## src/rtl/ps2_command_tx.sv

```systemverilog
// Host-to-device PS/2 command transmitter: inhibit, request-to-send,
// clock out one byte with odd parity, then collect the device ack.
module ps2_command_tx #(
    parameter int INHIBIT_CYCLES = 5000,
    parameter int TIMEOUT_CYCLES = 750000
) (
    input  logic       clock,
    input  logic       reset,
    input  logic       send,
    input  logic [7:0] cmd_data,
    input  logic       ps2_clk_in,
    input  logic       ps2_dat_in,
    output logic       ps2_clk_oe,
    output logic       ps2_dat_oe,
    output logic       busy,
    output logic       done,
    output logic       error
);

    typedef enum logic [2:0] {
        IDLE,
        INHIBIT,
        REQ,
        SEND,
        ACK,
        WAIT_IDLE,
        FINISH
    } state_t;

    localparam logic [19:0] INHIBIT_LAST = 20'(INHIBIT_CYCLES - 1);
    localparam logic [19:0] TIMEOUT_LAST = 20'(TIMEOUT_CYCLES - 1);

    state_t      state_q, state_d;
    logic [1:0]  clk_sync_q, clk_sync_d;
    logic [1:0]  dat_sync_q, dat_sync_d;
    logic        clk_prev_q, clk_prev_d;
    logic [7:0]  data_q, data_d;
    logic [3:0]  bitcnt_q, bitcnt_d;
    logic [19:0] timer_q, timer_d;
    logic        clk_oe_q, clk_oe_d;
    logic        dat_oe_q, dat_oe_d;
    logic        busy_q, busy_d;
    logic        done_q, done_d;
    logic        error_q, error_d;

    logic clk_s, dat_s, clk_fall, timeout, device_phase;

    assign clk_s        = clk_sync_q[1];
    assign dat_s        = dat_sync_q[1];
    assign clk_fall     = clk_prev_q & ~clk_s;
    assign timeout      = (timer_q == TIMEOUT_LAST);
    // Edges seen while the host itself holds the clock low are not device edges.
    assign device_phase = (state_q == SEND) || (state_q == ACK) ||
                          (state_q == WAIT_IDLE);

    always_comb begin
        clk_sync_d = {clk_sync_q[0], ps2_clk_in};
        dat_sync_d = {dat_sync_q[0], ps2_dat_in};
        clk_prev_d = clk_s;
        state_d    = state_q;
        data_d     = data_q;
        bitcnt_d   = bitcnt_q;
        clk_oe_d   = clk_oe_q;
        dat_oe_d   = dat_oe_q;
        busy_d     = busy_q;
        done_d     = 1'b0;
        error_d    = 1'b0;
        timer_d    = timer_q + 20'd1;

        unique case (state_q)
            IDLE: begin
                clk_oe_d = 1'b0;
                dat_oe_d = 1'b0;
                timer_d  = 20'd0;
                if (send) begin
                    data_d   = cmd_data;
                    busy_d   = 1'b1;
                    clk_oe_d = 1'b1;
                    state_d  = INHIBIT;
                end
            end
            INHIBIT: begin
                if (timer_q == INHIBIT_LAST) begin
                    dat_oe_d = 1'b1;
                    state_d  = REQ;
                end
            end
            REQ: begin
                clk_oe_d = 1'b0;
                bitcnt_d = 4'd0;
                state_d  = SEND;
            end
            SEND: begin
                if (timeout) begin
                    clk_oe_d = 1'b0;
                    dat_oe_d = 1'b0;
                    done_d   = 1'b1;
                    error_d  = 1'b1;
                    state_d  = FINISH;
                end else if (clk_fall) begin
                    bitcnt_d = bitcnt_q + 4'd1;
                    if (bitcnt_q < 4'd8) begin
                        dat_oe_d = ~data_q[bitcnt_q[2:0]];
                    end else if (bitcnt_q == 4'd8) begin
                        dat_oe_d = ^data_q;
                    end else begin
                        dat_oe_d = 1'b0;
                        state_d  = ACK;
                    end
                end
            end
            ACK: begin
                if (timeout || (clk_fall && dat_s)) begin
                    clk_oe_d = 1'b0;
                    dat_oe_d = 1'b0;
                    done_d   = 1'b1;
                    error_d  = 1'b1;
                    state_d  = FINISH;
                end else if (clk_fall) begin
                    state_d = WAIT_IDLE;
                end
            end
            WAIT_IDLE: begin
                if (timeout) begin
                    clk_oe_d = 1'b0;
                    dat_oe_d = 1'b0;
                    done_d   = 1'b1;
                    error_d  = 1'b1;
                    state_d  = FINISH;
                end else if (clk_s && dat_s) begin
                    done_d  = 1'b1;
                    state_d = FINISH;
                end
            end
            FINISH: begin
                busy_d  = 1'b0;
                state_d = IDLE;
            end
            default: begin
                clk_oe_d = 1'b0;
                dat_oe_d = 1'b0;
                busy_d   = 1'b0;
                state_d  = IDLE;
            end
        endcase

        if ((state_d != state_q) || (clk_fall && device_phase)) begin
            timer_d = 20'd0;
        end
    end

    always_ff @(posedge clock or posedge reset) begin
        if (reset) begin
            state_q    <= IDLE;
            clk_sync_q <= 2'b11;
            dat_sync_q <= 2'b11;
            clk_prev_q <= 1'b1;
            data_q     <= 8'd0;
            bitcnt_q   <= 4'd0;
            timer_q    <= 20'd0;
            clk_oe_q   <= 1'b0;
            dat_oe_q   <= 1'b0;
            busy_q     <= 1'b0;
            done_q     <= 1'b0;
            error_q    <= 1'b0;
        end else begin
            state_q    <= state_d;
            clk_sync_q <= clk_sync_d;
            dat_sync_q <= dat_sync_d;
            clk_prev_q <= clk_prev_d;
            data_q     <= data_d;
            bitcnt_q   <= bitcnt_d;
            timer_q    <= timer_d;
            clk_oe_q   <= clk_oe_d;
            dat_oe_q   <= dat_oe_d;
            busy_q     <= busy_d;
            done_q     <= done_d;
            error_q    <= error_d;
        end
    end

    assign ps2_clk_oe = clk_oe_q;
    assign ps2_dat_oe = dat_oe_q;
    assign busy       = busy_q;
    assign done       = done_q;
    assign error      = error_q;

endmodule

```

## config.mk

```make
export PLATFORM = sky130hd
export DESIGN_NAME = ps2_command_tx
export DESIGN_NICKNAME = d
export VERILOG_FILES = /design/src/rtl/ps2_command_tx.sv
export SDC_FILE = /design/constraint.sdc
export NUM_CORES = 1
export LEC_CHECK = 0
export ABC_AREA = 1
export CORE_MARGIN = 10
export CORE_UTILIZATION = 35
export CTS_BUF_LIST = sky130_fd_sc_hd__clkbuf_8
export CTS_CLUSTER_SIZE = 24
export DETAILED_ROUTE_END_ITERATION = 6
export PLACE_DENSITY = 0.61
export SLEW_MARGIN = 15
export SYNTH_ARGS = -nofsm -noshare
export SYNTH_HDL_FRONTEND = slang
export SYNTH_SLANG_ARGS = --single-unit
export TNS_END_PERCENT = 100
```

## constraint.sdc

```tcl
create_clock -name clock -period 5.6 [get_ports clock]
set_clock_uncertainty 0.15 [all_clocks]
set_input_delay 1.68 -clock clock [delete_from_list [all_inputs] [get_ports clock]]
set_output_delay 1.68 -clock clock [all_outputs]
set_load 0.005 [all_outputs]
```

# Yosys cells after proc, flatten, opt, wreduce, memory -nomap -nowiden
# Cells that the tools add are included.
# word_totals
mem_bits_rw	0
register_bits	45
mem_count	0
latchBits	0
input_bits	13
mem_bits_ro	0
wordCells	95
out_inout_bits	5
# classes
n_eq_ne	18
n_lt_le_gt_ge	2
div	0
addsub	2
shift	0
reduce_logical	19
bitwise	6
mux	36
n_mul	0
# op_table
cell	n
$mux W20	2
$mux W3	10
$add A20 B1 Y20 const B	1
$eq A20 B13 Y1 const B	1
$eq A20 B20 Y1 const B	1
$pmux W3 S6	1
$mux W1	14
$ne A2 B2 Y1 const B	5
$eq A3 B3 Y1 const B	3
$mux W4	2
$pmux W4 S2	1
$reduce_xor A8 Y1	1
$eq A3 B2 Y1 const B	2
$reduce_and A3 Y1	2
$reduce_or A2 Y1	3
$not A1 Y1	5
$pmux W1 S5	1
$reduce_and A5 Y1	1
$reduce_or A5 Y1	1
$add A4 B1 Y4 const B	1
$eq A4 B4 Y1 const B	1
$logic_or A1 B1 Y1	4
$lt A3 B4 Y1 const B	1
$lt A4 B4 Y1 const B	1
13 further kinds	18

# Longest topological paths before layout
# Gate-level depths: netlist of the first run.
# logic_depth
word_depth	9
depth_mapped	14
mapped_depth_nobuf	13

# Worst setup path before layout of the first run
# No wires, ideal clock.
# synth_path
kind	input port to flip-flop
from	input send
to	register timer_q[16]
stages	10
n_path_buf	1
setup_time_ns	0.080
arrival_time_ns	2.603
t_required_ns	5.370
path_slack_ns	2.766
path_cell_list	nand4_2 > inv_1 > nor2_1 > nand2_2 > nor2_4 > nand2_2 > nand2_2 > nand2_2 > buf_6 > nor3_2
# synth_between
elab_chain_cells	5
# synth_rtl
item	line_no	text
start: declaration	9	input logic send,
$mux W3	75	if (send) begin
$pmux W3 S6	70	unique case (state_q)
net state_d[0]	33	state_t state_q, state_d;
$ne A3 B3 Y1	147	if ((state_d != state_q) || (clk_fall && device_phase)) begin
$logic_or A1 B1 Y1	147	
$mux W20	147	
net timer_d[16]	39	logic [19:0] timer_q, timer_d;
end signal: assignment	173	timer_q <= timer_d;
end: declaration	39	
# The timed path passes the listed nets, and every way through them passes these cells.
# A chain may end at the register's enable or synchronous reset.

# Worst setup path in the final report of the first run
# layout_path
from	input send
to	register timer_q[18]
# The elaborated chain is that of the path after synthesis.

==> results.md, run 1 <==
- Run status: finished clean
- Hold_ws: 0.2091 ns
- R2R cell count: 13
- R2r startpoint: bitcnt_q[0]
- Filler Cell Count: 776
- Worst EP required: 5.60 ns
- CTS tree: yes
- Drt first-iter violations: 135
- Starting Density: 35.78%
- Max Fclk: 279.0 MHz
- DRT antenna net count: 0
- # Post-CTS Setup Buffers: 0
- Max Slew Vio Count: 0
- Met1 Use GR: 13.72%
- Register area share after synthesis: 41.38%
- Worst Setup SP: send
- Max Cap Violations: 0
- Synth Net Count: 375
- Area Overhead vs Synth: 13.03%
- Total CTS buffers: 5
- Crit path DAT: 3.59 ns
- Net Sw Frac: 20.57%
- Setup CP Type: in2reg
- CP Launch Type: primary input
- Reg-to-reg endpoint: timer_q[18]
- P_sw: 121.2 uW
- Pleak: 1.432 nW
- Port bufs: 17
- Share of layout cells above drive strength 1: 15.92%
- Vias in the first global route: 2,289
- Post-DP HPWL: 4.350 mm
- # rows: 32
- Vias post-DR: 2,301
- Total GRT Usage: 10.81%
- Placer Congestion: 0.8274
- CTS clk-pin slew, worst paths: 0.08 ns
- Sequential share of power: 55.8%
- Final Util: 40.45%
- Hold Path Class: reg2reg
- Cell Int Power: 467.9 uW
- Synth warnings: 0
- Num Clock Sinks: 45
- IO Count: 18
- Worst slew pin tran: 0.9518 ns
- Count of cell types in the netlist: 35
- Synth Register Bits: 45
- CTS Buffer Depth: 2
- Endpoint class of the critical path: register
- Met2 GRT Util: 17.93%
- Die area: 0.01175 sq mm
- Synth async-reset ratio: 100.0%
- Post-DP Area: 0.002982 sq mm
- Avg Cell Area, Syn: 7.622 sq um
- Finished Cell Area: 0.003093 sq mm
- Post-CTS sizing: 0
- CTS hold repair buffers: 0
- Max VDD drop: 0.1080 mV
- DRC viols: 0
- Footprint of the multi-input gates: 0.001364 sq mm
- Power share of the combinational group: 2.8%
- CP Capture Point: timer_q[18]
- Fin crit period: 3.584 ns
- Routed length per placed instance: 12.24 um
- Antenna cells: 0
- Most used flip-flop cell after synthesis: dfrtp_1
- Commonest non-fill, non-tap cell in the layout: nand2_1
- Power per Cell Area: 190.4 mW/mm^2
- Worst-path maximum fanout: 20
- Die X-Extent: 108.4 um
- Final setup viols: 0
- Largest net degree at the start of global routing: 46
- H-tree depth: 2
- Die height: 108.4 um
- Routing usage on met3: 2.320%
- GRT busiest layer: met2
- Commonest non-fill, non-tap cells in the layout: nand2_1, inv_1, dfrtp_1, nor2_1, nand3_1
- Fin nets: 392
- Final Hold Fails: 0
- Initial antenna violation count: 0
- Later-pin clock latency in the skew report: 0.30 ns
- Post-Syn Area: 0.002736 sq mm
- Number of synthesized flops with an enable pin: 0
- Slew margin rel.: 36.54%
- Grt total ovfl: 0
- Mapped Cells: 359
- Power share of the clock group: 41.4%
- Setup_tns: 0 ns
- RSZ-0062 raised after global routing: false
- Vias per cell: 4.804
- R2r setup slk: 3.03 ns
- Core footprint: 0.007647 sq mm
- Drt pass-1 iters: 4
- Wirelength, routed: 5.864 mm
- Fin crit share: 63.99%
- Sequential Area: 0.001132 sq mm
- Clock Root Buffer: clkbuf_8
- First-pass GRT wire length: 10.58 mm
## metrics by stage
| stage | total power, mW | setup WS [ns] | instances |
|---|---|---|---|
| 6_report | 0.5890 | 2.016 | 479 |
| 4_1_cts | 0.6005 | 2.003 | 479 |
| 2_1_floorplan | 0.3409 | 2.719 | 359 |
| 3_5_place_dp | 0.3524 | 1.683 | 471 |
| 3_3_place_gp | 0.3523 | 1.772 | 471 |
| 5_1_grt | 0.6152 | 1.835 | 479 |
## power groups by stage
stage / Sequential [mW] / Clock, mW / Combinational [mW]
floorplan: 0.335 / 0 / 0.00609
global placement: 0.335 / 0 / 0.0174
detailed placement: 0.335 / 0 / 0.0174
CTS: 0.329 / 0.254 / 0.0175
global route: 0.329 / 0.267 / 0.0189
finish: 0.329 / 0.244 / 0.0166
## worst min path at each step
stage / from / to / slack, ns / cells past startpoint
final: clk_sync_q[0] / clk_sync_q[1] / 0.21 / 0
after global placement: clk_sync_q[0] / clk_sync_q[1] / 0.20 / 0
after floorplan: clk_sync_q[0] / clk_sync_q[1] / 0.20 / 0
after global routing: dat_sync_q[0] / dat_sync_q[1] / 0.22 / 0
after CTS: dat_sync_q[0] / dat_sync_q[1] / 0.21 / 0
after detailed placement: dat_sync_q[0] / dat_sync_q[1] / 0.20 / 0
## cells by family after synthesis
kind of cell | share of synthesized area [%]
AND/OR/NAND/NOR | 39.64
buffers and inverters | 8.779
flip-flops | 41.38
AO/OA/AOI/OAI | 6.264
XOR/XNOR | 2.561
adder cells (fa/ha/maj) | 1.372
## flip-flops by register name, indices dropped and copies added, names as in the netlist
register and flops:
busy 1, ps2_dat_oe 1, error 1, data_q 8, done 1, bitcnt_q 4, clk_sync_q 2, dat_sync_q 2
clk_prev_q 1, ps2_clk_oe 1, timer_q 20, state_q 3
## area by class of cell
class                   instances  area share, %
clock buffers                   5          2.225
clock inverters                 3          1.375
inverters                      48          5.825
multi-input cells             258          44.09
flip-flops and latches         45          36.61
well taps                     102          4.126
repair buffers                 18          5.744
## per-layer routing
| metal | share of wire [%] | up-vias |
|---|---|---|
| met2 | 49 | 34 |
| met5 | 0 | - |
| li1 | - | 1176 |
| met1 | 47 | 1085 |
| met3 | 3.0 | 6 |
| met4 | 1.1 | 0 |
## cell usage after synthesis, types with 2 or more instances
master	instances	area [sq um]
nor2_4	2	22.52
o211ai_1	3	22.52
a21oi_1	5	25.02
o21ai_0	16	80.08
xnor2_1	6	52.55
nor3_1	6	30.03
inv_1	42	157.7
nor3_2	21	210.2
inv_2	5	18.77
nand3_1	30	150.1
buf_6	3	33.78
nor2_1	37	138.9
nor4_1	2	12.51
nand3_2	2	20.02
dfstp_2	5	131.4
buf_4	2	15.01
clkbuf_1	3	11.26
or2_2	6	37.54
xor2_1	2	17.52
nand2_2	6	37.54
nand2_1	96	360.4
dfrtp_1	40	1001
nor2_2	2	12.51
ha_1	3	37.54
nand4_1	4	25.02
## critical path: stages
cell	delay, ns
clkdlybuf4s50_1	0.47
nand4_2	0.19
inv_1	0.33
nor2_1	0.10
nand2_2	0.10
nor2_4	0.04
nand2_2	0.06
nand2_2	0.05
nand2_2	0.46
nor3_2	0.11
No activity file was read; power rests on OpenSTA's default activity.
==> run 2: changes to the inputs <==
- PLACE_DENSITY: 0.61 -> 0.63
- clock period: 5.6 -> 3.2 ns (I/O delays scaled with it)
==> results.md, run 2 (synthesized netlist as in run 1, its figures left out) <==
- P_sw: 208.8 uW
- Power per Cell Area: 306.9 mW/mm^2
- Most frequent CP cell: nand2_2
- Buf+Inv Stages, Crit Path: 2
- Pleak: 1.430 nW
- Cell Int Power: 736.7 uW
- Total CTS buffers: 5
- Antenna cells: 0
- H-tree depth: 2
- Fin crit share: 81.51%
- Power share of the combinational group: 3.1%
- Initial antenna violation count: 0
- Post-CTS sizing: 0
- Share of layout cells above drive strength 1: 16.09%
- Final setup viols: 0
- Later-pin clock latency in the skew report: 0.30 ns
- Filler Cell Count: 767
- Sequential share of power: 60.8%
- Total power: 945.5 uW
- Crit-path leading delay family: simple AND/OR/NAND/NOR gates
- Max Slew Vio Count: 0
- Total GRT Usage: 10.16%
- Die X-Extent: 108.4 um
- Critical-path top delay cell: clkdlybuf4s50_1
- Slew margin rel.: 43.32%
- CTS Buffer Depth: 2
- CTS tree: yes
- Run status: finished clean
- Vias in the first global route: 2,227
- Drt pass-1 iters: 4
- Worst-path maximum fanout: 20
- Final Util: 40.28%
- Routed length per placed instance: 12.07 um
- Max reg flops: 20
- Post-DP HPWL: 4.366 mm
- Die area: 0.01175 sq mm
- CP Launch Type: primary input
- Power share of the clock group: 36.1%
- Most flops, register: timer_q
- # rows: 32
- Num Clock Sinks: 45
- Max VDD drop: 0.1438 mV
- Setup CP Type: in2reg
- Sequential Area: 0.001132 sq mm
- Worst slew pin tran: 0.8478 ns
- Die height: 108.4 um
- Vias per cell: 4.815
- Slowest cell delay on critical path: 0.47 ns
- Grt total ovfl: 0
- Core footprint: 0.007647 sq mm
- Footprint of the multi-input gates: 0.001364 sq mm
- CTS hold repair buffers: 0
- Drt first-iter violations: 125
- Met1 Use GR: 13.23%
- Largest net degree at the start of global routing: 30
- GRT busiest layer: met2
- Vias post-DR: 2,316
- First-pass GRT wire length: 10.03 mm
- Endpoint class of the critical path: register
- Starting Density: 35.78%
- Commonest non-fill, non-tap cell in the layout: nand2_1
- Clock Root Buffer: clkbuf_8
- Max Cap Violations: 0
- DRC viols: 0
- # Post-CTS Setup Buffers: 0
- Wirelength, routed: 5.808 mm
- Port bufs: 17
- Max Fclk: 383.4 MHz
- Area Overhead vs Synth: 12.57%
- Net Sw Frac: 22.08%
- CTS clk-pin slew, worst paths: 0.08 ns
- Commonest non-fill, non-tap cells in the layout: nand2_1, inv_1, dfrtp_1, nor2_1, nand3_1
- Largest regs: timer_q (20), data_q (8), bitcnt_q (4)
- DRT antenna net count: 0
- IO Count: 18
- Crit path DAT: 2.61 ns
- Met2 GRT Util: 16.98%
- Hold Path Class: reg2reg
- Worst EP required: 3.20 ns
- Placer Congestion: 0.8561
- Routing usage on met3: 2.142%
- RSZ-0062 raised after global routing: false
- Final Hold Fails: 0
- Fin crit period: 2.608 ns
- Setup_tns: 0 ns
- CP cell instances: clkdlybuf4s50_1 -> nand4_2 -> inv_1 -> nor2_1 -> nand2_2 -> nor2_4 -> nand2_2 -> nand2_2 -> nand2_2 -> nor3_2
- Fin nets: 394
## run 2: metrics by stage
| stage | worst slack (ns) | std cells | area (sq um) | hold WS (ns) |
|---|---|---|---|---|
| after floorplan | 1.039 | 359 | 2736 | 0.1952 |
| after global placement | 0.3378 | 473 | 2997 | 0.1970 |
| after detailed placement | 0.2825 | 473 | 2997 | 0.1982 |
| after CTS | 0.6009 | 481 | 3080 | 0.2112 |
| after global routing | 0.3262 | 481 | 3080 | 0.2152 |
| final | 0.5917 | 481 | 3080 | 0.2102 |
## run 2: final timing paths
kind	cells after the start	slack, ns	to	from
hold reg to reg	0	0.21	clk_sync_q[1]	clk_sync_q[0]
setup reg to reg	13	0.59	timer_q[2]	bitcnt_q[0]
max in group asynchronous	3	1.36	state_q[0]	reset
setup / recovery	10	0.59	timer_q[2]	send
hold / removal	0	0.21	clk_sync_q[1]	clk_sync_q[0]
min in group asynchronous	2	0.89	timer_q[17]	reset
## run 2: layout make-up
cell class	instances	area share (%)
multi-input combinational	258	44.27
sequential	45	36.76
inverter	48	5.849
timing repair buffer	20	6.255
tap	102	4.143
clock buffer	5	2.234
clock inverter	3	0.4874
## run 2: metal layers
| layer | wire length, um | vias up |
|---|---|---|
| met2 | 2797 | 37 |
| met4 | 31 | 0 |
| met3 | 188 | 4 |
| met1 | 2791 | 1090 |
| li1 | - | 1185 |
| met5 | 0 | - |
## run 2: power groups by stage
stage          clock network (mW)  registers, mW  logic, mW
6_report                    0.341          0.575     0.0294
5_1_grt                     0.377          0.576     0.0338
4_1_cts                     0.358          0.575     0.0309
3_5_place_dp                    0          0.586     0.0306
3_3_place_gp                    0          0.586     0.0305
2_1_floorplan                   0          0.586     0.0107
